## src/rtl/fir_window_feeder_if.sv

```systemverilog
// Sample-source and core-FIFO signals of the FIR window feeder, bundled as one port.
// master = the feeder itself, slave = the environment (source + FIR core).
interface fir_window_feeder_if #(
   parameter int DW = 16
);
   logic [DW-1:0] in_data;
   logic          in_valid;
   logic          in_ready;
   logic          able2write_in;
   logic [DW-1:0] out_data;
   logic          out_write_ctrl;
   logic          burst_done;
   logic [15:0]   burst_count;
   logic          err;

   modport master (
      input  in_data, in_valid, able2write_in,
      output in_ready, out_data, out_write_ctrl, burst_done, burst_count, err
   );

   modport slave (
      output in_data, in_valid, able2write_in,
      input  in_ready, out_data, out_write_ctrl, burst_done, burst_count, err
   );
endinterface

```

## src/rtl/fir_window_feeder.sv

```systemverilog
// Keeps the last TAPS samples and writes the whole window into the FIR core FIFO per new sample.
// Define ZERO_PRIME_EN to start with a zero-filled history so the first sample already triggers a burst.
module fir_window_feeder #(
   parameter int TAPS          = 64,
   parameter int DW            = 16,
   parameter int DRAIN_TIMEOUT = 256
) (
   input  logic                clk,
   input  logic                reset,
   fir_window_feeder_if.master bus
);
   localparam int IW = $clog2(TAPS);
   localparam int FW = $clog2(TAPS + 1);
   localparam int TW = $clog2(DRAIN_TIMEOUT);

`ifdef ZERO_PRIME_EN
   localparam logic [FW-1:0] FILL_RST = FW'(TAPS);
`else
   localparam logic [FW-1:0] FILL_RST = '0;
`endif

   typedef enum logic [1:0] {IDLE, ARM, BURST, DRAIN} state_t;

   state_t          state_q, state_d;
   logic [DW-1:0]   hist_q [TAPS];
   logic [DW-1:0]   hist_d [TAPS];
   logic [FW-1:0]   fill_q, fill_d;
   logic [FW-1:0]   fill_next;
   logic [IW-1:0]   idx_q, idx_d;
   logic [TW-1:0]   drain_cnt_q, drain_cnt_d;
   logic [DW-1:0]   out_data_q, out_data_d;
   logic            out_write_q, out_write_d;
   logic            burst_done_q, burst_done_d;
   logic [15:0]     burst_count_q, burst_count_d;
   logic            err_q, err_d;
   logic            accept;

   assign accept    = bus.in_valid && (state_q == IDLE);
   assign fill_next = (fill_q == FW'(TAPS)) ? fill_q : fill_q + 1'b1;

   always_comb begin
      state_d       = state_q;
      fill_d        = fill_q;
      idx_d         = idx_q;
      drain_cnt_d   = drain_cnt_q;
      out_data_d    = '0;
      out_write_d   = 1'b0;
      err_d         = err_q;
      // first DRAIN cycle is the one right after the last strobe
      burst_done_d  = (state_q == DRAIN) && out_write_q;
      burst_count_d = burst_count_q + 16'(burst_done_d);
      for (int i = 0; i < TAPS; i++) begin
         hist_d[i] = hist_q[i];
      end

      case (state_q)
         IDLE: begin
            if (accept) begin
               for (int i = 0; i < TAPS - 1; i++) begin
                  hist_d[i] = hist_q[i+1];
               end
               hist_d[TAPS-1] = bus.in_data;
               fill_d = fill_next;
               if (fill_next == FW'(TAPS)) begin
                  state_d = ARM;
               end
            end
         end
         ARM: begin
            if (bus.able2write_in) begin
               state_d = BURST;
               idx_d   = '0;
            end
         end
         BURST: begin
            out_write_d = 1'b1;
            out_data_d  = hist_q[idx_q];
            // core FIFO filled up before the window was complete
            if (!bus.able2write_in) begin
               err_d = 1'b1;
            end
            if (idx_q == IW'(TAPS - 1)) begin
               state_d     = DRAIN;
               drain_cnt_d = '0;
            end else begin
               idx_d = idx_q + 1'b1;
            end
         end
         DRAIN: begin
            // wait for the core to see a full FIFO so a stale able level cannot restart a burst
            if (!bus.able2write_in) begin
               state_d = IDLE;
            end else if (drain_cnt_q == TW'(DRAIN_TIMEOUT - 1)) begin
               err_d   = 1'b1;
               state_d = IDLE;
            end else begin
               drain_cnt_d = drain_cnt_q + 1'b1;
            end
         end
         default: state_d = IDLE;
      endcase
   end

   always_ff @(posedge clk or negedge reset) begin
      if (!reset) begin
         state_q       <= IDLE;
         fill_q        <= FILL_RST;
         idx_q         <= '0;
         drain_cnt_q   <= '0;
         out_data_q    <= '0;
         out_write_q   <= 1'b0;
         burst_done_q  <= 1'b0;
         burst_count_q <= '0;
         err_q         <= 1'b0;
         for (int i = 0; i < TAPS; i++) begin
            hist_q[i] <= '0;
         end
      end else begin
         state_q       <= state_d;
         fill_q        <= fill_d;
         idx_q         <= idx_d;
         drain_cnt_q   <= drain_cnt_d;
         out_data_q    <= out_data_d;
         out_write_q   <= out_write_d;
         burst_done_q  <= burst_done_d;
         burst_count_q <= burst_count_d;
         err_q         <= err_d;
         for (int i = 0; i < TAPS; i++) begin
            hist_q[i] <= hist_d[i];
         end
      end
   end

   assign bus.in_ready       = (state_q == IDLE);
   assign bus.out_data       = out_data_q;
   assign bus.out_write_ctrl = out_write_q;
   assign bus.burst_done     = burst_done_q;
   assign bus.burst_count    = burst_count_q;
   assign bus.err            = err_q;

endmodule

```

## src/flat_wrapper.sv

```systemverilog
// flat-port wrapper written by rule: the top's interface ports become plain ports
module fir_window_feeder_flat 
#(
   parameter int TAPS          = 64,
   parameter int DW            = 16,
   parameter int DRAIN_TIMEOUT = 256
)
  (clk, reset, bus_in_data, bus_in_valid, bus_able2write_in, bus_in_ready, bus_out_data, bus_out_write_ctrl, bus_burst_done, bus_burst_count, bus_err);
  fir_window_feeder_if #(.DW(DW)) bus_i ();
  input  logic clk;
  input  logic reset;
  input wire logic [$bits(bus_i.in_data)-1:0] bus_in_data;
  input wire logic [$bits(bus_i.in_valid)-1:0] bus_in_valid;
  input wire logic [$bits(bus_i.able2write_in)-1:0] bus_able2write_in;
  output wire logic [$bits(bus_i.in_ready)-1:0] bus_in_ready;
  output wire logic [$bits(bus_i.out_data)-1:0] bus_out_data;
  output wire logic [$bits(bus_i.out_write_ctrl)-1:0] bus_out_write_ctrl;
  output wire logic [$bits(bus_i.burst_done)-1:0] bus_burst_done;
  output wire logic [$bits(bus_i.burst_count)-1:0] bus_burst_count;
  output wire logic [$bits(bus_i.err)-1:0] bus_err;
  assign bus_i.in_data = bus_in_data;
  assign bus_i.in_valid = bus_in_valid;
  assign bus_i.able2write_in = bus_able2write_in;
  assign bus_in_ready = bus_i.in_ready;
  assign bus_out_data = bus_i.out_data;
  assign bus_out_write_ctrl = bus_i.out_write_ctrl;
  assign bus_burst_done = bus_i.burst_done;
  assign bus_burst_count = bus_i.burst_count;
  assign bus_err = bus_i.err;
  fir_window_feeder #(.TAPS(TAPS), .DW(DW), .DRAIN_TIMEOUT(DRAIN_TIMEOUT)) u_core (.clk(clk), .reset(reset), .bus(bus_i));
endmodule
```

## config.mk

```make
export PLATFORM = sky130hd
export DESIGN_NAME = fir_window_feeder_flat
export DESIGN_NICKNAME = d
export VERILOG_FILES = /design/src/rtl/fir_window_feeder_if.sv /design/src/rtl/fir_window_feeder.sv /design/src/flat_wrapper.sv
export SDC_FILE = /design/constraint.sdc
export NUM_CORES = 2
export LEC_CHECK = 0
export ABC_AREA = 0
export CORE_MARGIN = 4
export CORE_UTILIZATION = 45
export CTS_CLUSTER_DIAMETER = 30
export DETAILED_ROUTE_END_ITERATION = 16
export PLACE_DENSITY = 0.6
export SLEW_MARGIN = 20
export SYNTH_ARGS = -nofsm -noshare
export SYNTH_HDL_FRONTEND = slang
export SYNTH_SLANG_ARGS = --single-unit
```

## constraint.sdc

```tcl
create_clock -name clk -period 2.42 [get_ports clk]
set_input_delay 0.484 -clock clk [delete_from_list [all_inputs] [get_ports clk]]
set_output_delay 0.484 -clock clk [all_outputs]
set_load 0.02 [all_outputs]
```

==> flow_metrics.env <==
export IMPL_netlist_instances=5238
export IMPL_yosys_warnings=0
export IMPL_peakVddDrop_mv=0.904
export IMPL_rows=120
export IMPL_post_route_min_period_ns=2.35
export IMPL_dr_total_vias=36700
export IMPL_via_per_inst=5.23
export IMPL_ys_seq_area_frac=0.557
export IMPL_avgSynthCellArea_um2=9.27
export IMPL_multi_input_area_mm2=0.0201
export IMPL_cts_sinks=1082
export IMPL_fmax_mhz=425
export IMPL_cts_made_buffers=231
export IMPL_cp_start_kind="flip-flop"
export IMPL_wl_mm=123
export IMPL_slew_headroom=0.621
export IMPL_endpoint_kind="flip-flop"
export IMPL_preCtsSetupSlack_ns=-0.0437
export IMPL_grt_max_degree=103
export IMPL_leakagePower_nw=31.1
export IMPL_avgRoutedWirePerCell_um=17.6
export IMPL_overflow=0
export IMPL_postPlaceCellArea_mm2=0.0522
export IMPL_io_pins=56
export IMPL_drv_slew=0
export IMPL_tightestPinTransition_ns=0.569
export IMPL_nNetsFinal=5429
export IMPL_setup_viol=0
export IMPL_rsz0062_at_grt="no"
export IMPL_synth_top_cell_by_area="dfrtp_1"
export IMPL_pwr_density_cell_mw_per_mm2=1140
export IMPL_gp_congestion=0.784
export IMPL_synth_area_leaders="dfrtp_1 (56%), nand2_1 (24%), mux4_2 (9.1%)"
export IMPL_die_x_um=337
export IMPL_synth_top_area_frac=0.557
export IMPL_fin_skew_ns=0.0548
export IMPL_grt_pass1_vias=36700
export IMPL_initial_core_util=0.454
export IMPL_portBuffers=55
export IMPL_synth_edf_count=0
export IMPL_ys_async_sr_fraction=1.00
export IMPL_synth_nets=5268
export IMPL_max_cap_violations=0
export IMPL_ant_nets=0
export IMPL_fin_ws_ns=0.0691
export IMPL_final_common_cell="nand2_1"
export IMPL_final_cell_mix="nand2_1 (3,112), dfrtp_1 (1,077), clkbuf_16 (234)"
export IMPL_firstDrtPassIters=5
export IMPL_fp_coreArea_mm2=0.107
export IMPL_netlist_area_mm2=0.0486
export IMPL_htree_levels=4
export IMPL_worstPathRequired_ns=3.15
export IMPL_drt_iter0_markers=2831
export IMPL_track_usage=0.220
export IMPL_syn2layout_area_growth_pct=24.9
export IMPL_grt_pass1_wl_mm=200
export IMPL_ys_ff_latch=1082
export IMPL_cts_tree="yes"
export IMPL_root_buffer="clkbuf_16"
export IMPL_cp_arrival_ns=3.08
export IMPL_clk_latency_ns=0.79
export IMPL_hold_class="in -> reg"
export IMPL_clkSlewWorstSetupHoldPaths_ns=0.05
export IMPL_die_h_um=337
export IMPL_antenna_cells=0
export IMPL_drive_above_1_share=0.150
export IMPL_fin_crit_sh=0.971
export IMPL_holdWs_ns=0.219
export IMPL_power_w=0.0693
export IMPL_dpl_hpwl_mm=75.0
export IMPL_worstPathMaxFanout=14
export IMPL_clock_path_buffers=3
export IMPL_route_detailed_drc=0
export IMPL_n_fill_cell=9087
export IMPL_final_area_mm2=0.0607
export IMPL_finalHoldViolations=0
export IMPL_ys_types=51
export IMPL_regArea_mm2=0.0271
export IMPL_synth_ff_type="dfrtp_1"
export IMPL_dieArea_mm2=0.113
export IMPL_status="complete, no violations"
export IMPL_worstSetupPathType="reg -> reg"
export IMPL_antenna_found_initial=4
==> area by class of cell <==
| class | instances | area share |
|---|---|---|
| multi-input cells | 3811 | 0.331 |
| clock buffers | 290 | 0.104 |
| clock inverters | 150 | 0.0352 |
| flip-flops and latches | 1082 | 0.446 |
| repair buffers | 265 | 0.0540 |
| inverters | 8 | 0.000495 |
| well taps | 1403 | 0.0289 |
==> sequential cells by signal, summed over array words and instances (netlist names) <==
register and count:
u_core.bus.burst_count 16, u_core.bus.burst_done 1, u_core.bus.err 1, u_core.bus.out_data 16
u_core.bus.out_write_ctrl 1, u_core.drain_cnt_q 8, u_core.fill_q 7, u_core.hist_q 1024
u_core.idx_q 6, u_core.state_q 2
==> final timing paths <==
kind / slack, ns / cells past startpoint / from / end
max: 0.07 / 7 / u_core.idx_q[0] / u_core.bus.out_data[15]
min: 0.22 / 3 / bus_in_data[10] / u_core.hist_q[10]
max reg2reg: 0.07 / 7 / u_core.idx_q[0] / u_core.bus.out_data[15]
min reg2reg: 0.45 / 2 / u_core.hist_q[659] / u_core.hist_q[675]
max in group asynchronous: 1.22 / 3 / reset / u_core.hist_q[364]
min in group asynchronous: 0.23 / 2 / reset / u_core.hist_q[381]
==> kinds of logic (layout without fill, tap and decap cells) <==
kind of cell,after synthesis,after routing,synth area share
flops,1082,1082,0.557
xor+xnor,22,22,0.00397
buf+inv,345,713,0.0304
mux,319,319,0.116
simple gates,3190,3190,0.250
fa+ha+maj,10,10,0.00258
compound gates,270,270,0.0397
==> Yosys cell counts (all sizes together) (4+ instances only) <==
| master | count |
|---|---|
| nor2b | 5 |
| mux2i | 121 |
| xnor2 | 15 |
| a21oi | 50 |
| xor2 | 7 |
| a22oi | 52 |
| clkbuf | 270 |
| inv | 8 |
| o22ai | 30 |
| nor2 | 16 |
| a211oi | 44 |
| nand2 | 3113 |
| dfrtp | 1082 |
| a22o | 33 |
| o221ai | 29 |
| or4 | 4 |
| buf | 67 |
| nand4 | 8 |
| nand3 | 22 |
| nand2b | 5 |
| mux4 | 196 |
| ha | 10 |
| o21ai | 14 |
| o31ai | 4 |
==> worst max-delay path, cell delays in order (launching register included) <==
cell	delay [ns]
dfrtp_4	0.56
buf_4	0.17
or3b_2	0.50
buf_4	0.28
o221ai_1	0.25
a211oi_1	0.08
a21oi_1	0.28
a22o_1	0.19
==> metal layers <==
layer	part of all wire	global-route usage
met1	0.45	0.303
met2	0.47	0.350
met3	0.047	0.0439
met4	0.029	0.0773
met5	0	0
==> power by group <==
part	switching, W	internal, W	total [W]
Clock	0.0106	0.0228	0.0333
Combinational	0.00743	0.00489	0.0123
Sequential	0.00248	0.0211	0.0236
==> per-stage QoR <==
step / TNS [ns] / utilization / std cells
floorplan: 0 / - / 5238
global placement: -0.0518 / 0.487 / 6565
detailed placement: -0.0523 / 0.487 / 6565
CTS: 0 / 0.566 / 7006
global route: 0 / 0.567 / 7009
finish: 0 / 0.567 / 7009
==> what timing repair did <==
item,in CTS,in global routing
cloned,0,2
hold buffers,1,0
buffers inserted,0,1
hold endpoints to repair,63,0
setup endpoints to repair,14,7
gates resized for setup,18,8
No activity file was read; power rests on OpenSTA's default activity.
